--- config.mk ---
export PLATFORM = sky130hd
export DESIGN_NAME = serial_adder
export DESIGN_NICKNAME = d
export VERILOG_FILES = /design/src/rtl/arith_pkg.sv /design/src/rtl/full_adder_cell.sv /design/src/rtl/serial_adder.sv
export SDC_FILE = /design/constraint.sdc
export NUM_CORES = 1
export LEC_CHECK = 0
export ABC_AREA = 0
export BUFFER_PORTS_ARGS = -buffer_cell sky130_fd_sc_hd__buf_2
export CELL_PAD_IN_SITES_DETAIL_PLACEMENT = 0
export CELL_PAD_IN_SITES_GLOBAL_PLACEMENT = 1
export CORE_ASPECT_RATIO = 0.6
export CORE_MARGIN = 1
export CORE_UTILIZATION = 29
export DETAILED_ROUTE_END_ITERATION = 8
export PLACE_DENSITY = 0.56
export SETUP_SLACK_MARGIN = 0.05
export SLEW_MARGIN = 30
export SYNTH_ARGS = -nofsm -noshare
export SYNTH_HDL_FRONTEND = slang
export SYNTH_SLANG_ARGS = --single-unit
export TNS_END_PERCENT = 10
--- constraint.sdc ---
create_clock -name clk -period 2.58 [get_ports clk]
set_input_delay 0.129 -clock clk [delete_from_list [all_inputs] [get_ports clk]]
set_output_delay 0.129 -clock clk [all_outputs]
set_load 0.05 [all_outputs]
--- src/rtl/arith_pkg.sv ---
// Shared arithmetic-library definitions: FSM encoding for the serial
// datapaths and a ceil(log2) helper for counter sizing.
package arith_pkg;

    localparam logic [1:0] ST_IDLE = 2'd0;
    localparam logic [1:0] ST_ADD  = 2'd1;
    localparam logic [1:0] ST_DONE = 2'd2;

    typedef enum logic [1:0] {
        IDLE = ST_IDLE,
        ADD  = ST_ADD,
        DONE = ST_DONE
    } state_t;

    function automatic int unsigned clog2(input int unsigned v);
        int unsigned r;
        r = 0;
        for (int unsigned i = 0; i < 32; i++) begin
            if ((64'd1 << i) < 64'(v)) r = i + 1;
        end
        return r;
    endfunction

endpackage

--- src/rtl/full_adder_cell.sv ---
// Combinational one-bit full adder built from two half-adder stages
// whose carries are merged with an OR.
module full_adder_cell (
    input  logic x,
    input  logic y,
    input  logic cin,
    output logic s,
    output logic cout
);

    logic p;
    logic g1;
    logic g2;

    always_comb begin
        p    = x ^ y;
        g1   = x & y;
        s    = p ^ cin;
        g2   = p & cin;
        cout = g1 | g2;
    end

endmodule

--- src/rtl/serial_adder.sv ---
// Bit-serial W-bit adder: operands are captured on start and summed
// LSB-first through one full-adder cell with a registered carry.
module serial_adder
    import arith_pkg::*;
#(
    parameter int unsigned W = 4
) (
    input  logic         clk,
    input  logic         rst,
    input  logic         start,
    input  logic [W-1:0] a,
    input  logic [W-1:0] b,
    output logic         busy,
    output logic         done,
    output logic [W-1:0] sum,
    output logic         carry_out
);

    localparam int unsigned CW = (clog2(W) < 1) ? 1 : clog2(W);

    state_t        state_q;
    logic [W-1:0]  sa_q;
    logic [W-1:0]  sb_q;
    logic [W-1:0]  res_q;
    logic [W-1:0]  res_d;
    logic          c_q;
    logic [CW-1:0] cnt_q;
    logic          s;
    logic          cout;

    full_adder_cell u_fa (
        .x   (sa_q[0]),
        .y   (sb_q[0]),
        .cin (c_q),
        .s   (s),
        .cout(cout)
    );

    // Shift-then-insert form keeps W=1 legal (no [W-1:1] slice).
    always_comb begin
        res_d        = res_q >> 1;
        res_d[W-1]   = s;
    end

    always_ff @(posedge clk) begin
        if (rst) begin
            state_q   <= IDLE;
            sa_q      <= '0;
            sb_q      <= '0;
            res_q     <= '0;
            c_q       <= 1'b0;
            cnt_q     <= '0;
            busy      <= 1'b0;
            done      <= 1'b0;
            sum       <= '0;
            carry_out <= 1'b0;
        end else begin
            done <= 1'b0;
            case (state_q)
                IDLE: begin
                    if (start) begin
                        sa_q    <= a;
                        sb_q    <= b;
                        c_q     <= 1'b0;
                        cnt_q   <= '0;
                        busy    <= 1'b1;
                        state_q <= ADD;
                    end
                end
                ADD: begin
                    sa_q  <= sa_q >> 1;
                    sb_q  <= sb_q >> 1;
                    c_q   <= cout;
                    res_q <= res_d;
                    cnt_q <= cnt_q + 1'b1;
                    // The last bit is folded straight into sum so DONE shows the full result.
                    if (cnt_q == CW'(W - 1)) begin
                        state_q   <= DONE;
                        busy      <= 1'b0;
                        done      <= 1'b1;
                        sum       <= res_d;
                        carry_out <= cout;
                    end
                end
                DONE: begin
                    state_q <= IDLE;
                end
                default: begin
                    state_q <= IDLE;
                    busy    <= 1'b0;
                end
            endcase
        end
    end

endmodule
==> key figures <==
Power and ir drop
  • Power per cell area: 614 mW/mm^2
  • P_sw: 0.000177 W
  • Comb pwr share: 0.118
  • Cell internal pwr: 0.000519 W
  • Maximum vdd drop: 0.146 mV
  • Total power: 0.000696 W
  • Seq pwr share: 0.558
  • Switching Fraction: 0.254
  • Clock Power Share: 0.324
  • Leakage: 0.449 nW

Yosys
  • Post-Syn Area: 0.00100 mm^2
  • Register area share after synthesis: 0.459
  • Warning count from the yosys run: 0
  • Syn Area/Cell: 10.2 um^2
  • Yosys top cell by area: dfxtp_1
  • Cells after Synth: 98
  • Top cells by area, synth: dfxtp_1 46%, mux2i_1 11%, a211oi_2 7.5%
  • Seq cells post-synth: 23
  • Share of the synthesized area in the top cell type: 0.459
  • Number of distinct library cells after synthesis: 26
  • Syn nets: 111

Clocking
  • Clock Tree Buf Depth: 2
  • PostCTS Resize Cnt: 0
  • Hold buffer count at cts: 0
  • Htree depth: 1
  • CTS tree: yes
  • CTS sink count: 23
  • CTS buffer count: 3
  • Post-CTS setup buffers: 0
  • Clk slew on worst S/H paths: 0.08 ns
  • Clock latency on the worst-skew pair: 0.27 ns
  • Root Buffer: clkbuf_8

Place
  • Placed Area: 0.00109 mm^2
  • Port Buffers: 17
  • DPL Wire Length: 1260 um
  • Gpl congestion: 0.639
  • Pre-CTS WS: 1.00 ns

Floorplanning
  • Row cnt: 16
  • Die ar.: 0.00371 mm^2
  • I/O Pins: 18
  • Chip width: 77.9 um
  • Die Ht: 47.6 um
  • CORE AREA: 0.00328 mm^2
  • Initial Util: 0.306

Global route
  • First-pass GRT wire length: 2990 um
  • Number of global-route vias before repair: 642
  • GRT Total Usage: 0.110
  • Antenna violations before repair: 0
  • Largest net degree at the start of global routing: 25
  • Grt ovf: 0

Timing
  • Final clock period utilization by the worst path: 0.616
  • Min setup slack post-route: 0.991 ns
  • Final Hold Viols: 0
  • Max Freq: 629 MHz
  • Period minus WS final: 1.59 ns
  • Final setup violation count: 0
  • RSZ-0062 raised after global routing: no
  • Measured slew at the worst slew-check pin: 0.654 ns
  • Slew Limit Headroom: 0.563
  • WHS: 0.117 ns
  • Max Clock Skew: 0.00637 ns
  • Setup TNS Final: 0 ns
  • Slew Limit Fails: 0

Setup path
  • CP Class: register to register
  • CP max stage delay: 0.74 ns
  • Crit path required time: 2.72 ns
  • Worst Path Max Fanout: 15
  • Startpoint Class: register
  • Worst Setup End Kind: register
  • CP max stage cell: dfxtp_1
  • Cell breakdown of the critical path: nor2b_4 > mux2i_1 > nor2_1
  • Crit path arrival time: 1.73 ns

Job
  • Max_cap viols: 0

Route
  • Total Wirelength: 1820 um
  • Starting DRT DRC Count: 31
  • DR WL/cell: 11.6 um
  • Vias/cell: 4.55
  • Detailed-route via count: 714
  • Pre-antenna DRT Iters: 3
  • Residual DRC count: 0
  • Antenna Nets Post-Route: 0

Hold path
  • Hold Path Class: input pin to register

Status
  • Status: complete, no violations

Finish
  • Seq. cell area: 460 um^2
  • N_diodes: 0
  • Nets: 126
  • Cell area after layout: 0.00113 mm^2
  • Layout cells sized above 1: 0.295
  • Area of the multi-input gates: 479 um^2
  • Fillers: 359
  • Synthesis-to-finish area growth: 13.0%
## cell usage after synthesis
cell	number
dfxtp_1	23
nor2_1	12
mux2i_1	11
a21oi_1	7
a211oi_2	6
nand2_1	5
nand3_1	5
nor2_2	4
nand3b_1	3
o21ai_0	3
a22oi_1	2
clkbuf_1	2
inv_1	2
and2b_2	1
buf_12	1
buf_2	1
buf_4	1
buf_6	1
clkbuf_2	1
fa_1	1
ha_1	1
nor2b_4	1
nor3_1	1
o21ba_4	1
o21bai_1	1
o41ai_1	1
## per-layer routing
metal	routed length, um	global-route usage	vias to the layer above	part of all wire
li1	-	-	366	-
met1	950	0.140	332	0.52
met2	738	0.168	12	0.40
met3	111	0.0533	4	0.061
met4	22	0.0333	0	0.012
met5	0	0	-	0
## through the flow
stage / util / std cells
after floorplan: - / 98
after global placement: 0.332 / 153
after detailed placement: 0.332 / 153
after global routing: 0.345 / 157
final: 0.345 / 157
after CTS: 0.345 / 157
## worst paths after layout
path         slack [ns]  cells after the start               startpoint                    end
max                0.99                      3  state_q[0]$_SDFFE_PP0P_  res_q[3]$_SDFFE_PP0P_
min                0.12                      3                     a[3]   sa_q[3]$_SDFFE_PP0P_
max reg2reg        0.99                      3  state_q[0]$_SDFFE_PP0P_  res_q[3]$_SDFFE_PP0P_
min reg2reg        0.45                      2      sum[2]$_SDFFE_PP0P_    sum[2]$_SDFFE_PP0P_
## flip-flops by register name (all words and copies together) (netlist names)
name and count:
cnt_q 2, busy 1, sum 4, done 1, state_q 2, sa_q 4, res_q 3, c_q 1
sb_q 4, carry_out 1
## power groups by stage
stage                     Sequential (W)  Combinational [W]  Clock [W]
after CTS                       0.000389          0.0000842   0.000235
after global routing            0.000392          0.0000914   0.000252
final                           0.000389          0.0000819   0.000225
after detailed placement        0.000397          0.0000833          0
after global placement          0.000396          0.0000825          0
after floorplan                 0.000396          0.0000698          0
## cell families (layout without fill, tap and decap cells)
logic type,Yosys count,count (layout),share of synthesized area
AOI/OAI and AO/OA,21,21,0.172
adders and majority gates,2,2,0.0324
buffers and inverters,9,23,0.0636
DFF,23,23,0.459
muxes,11,11,0.110
and+or+nand+nor,32,32,0.163
## final cells by class
type	count	share of cell area
Clock buffer	4	0.0397
Multi-Input combinational cell	66	0.423
Inverter	2	0.00662
Timing Repair Buffer	17	0.0751
Tap cell	45	0.0497
Sequential cell	23	0.406
## placed cells by master (no fill, tap or decap)
master	synthesis	layout
nor2_2	4	4
o41ai_1	1	1
ha_1	1	1
fa_1	1	1
a211oi_2	6	6
a21oi_1	7	7
clkbuf_1	2	1
nor2b_4	1	1
mux2i_1	11	11
nor2_1	12	12
clkbuf_8	0	3
nor3_1	1	1
inv_1	2	2
o21bai_1	1	1
dfxtp_1	23	23
a22oi_1	2	2
o21ai_0	3	3
buf_2	1	17
nand3_1	5	5
o21ba_4	1	1
nand3b_1	3	3
nand2_1	5	5
and2b_2	1	1
## critical path: cells and delay by family, from the launching register on
kind	cells	cell delay, ns
multiplexers	1	0.24
flip-flops	1	0.74
AND/OR/NAND/NOR	2	0.48
Note: power is estimated with default switching activity, not from simulation.
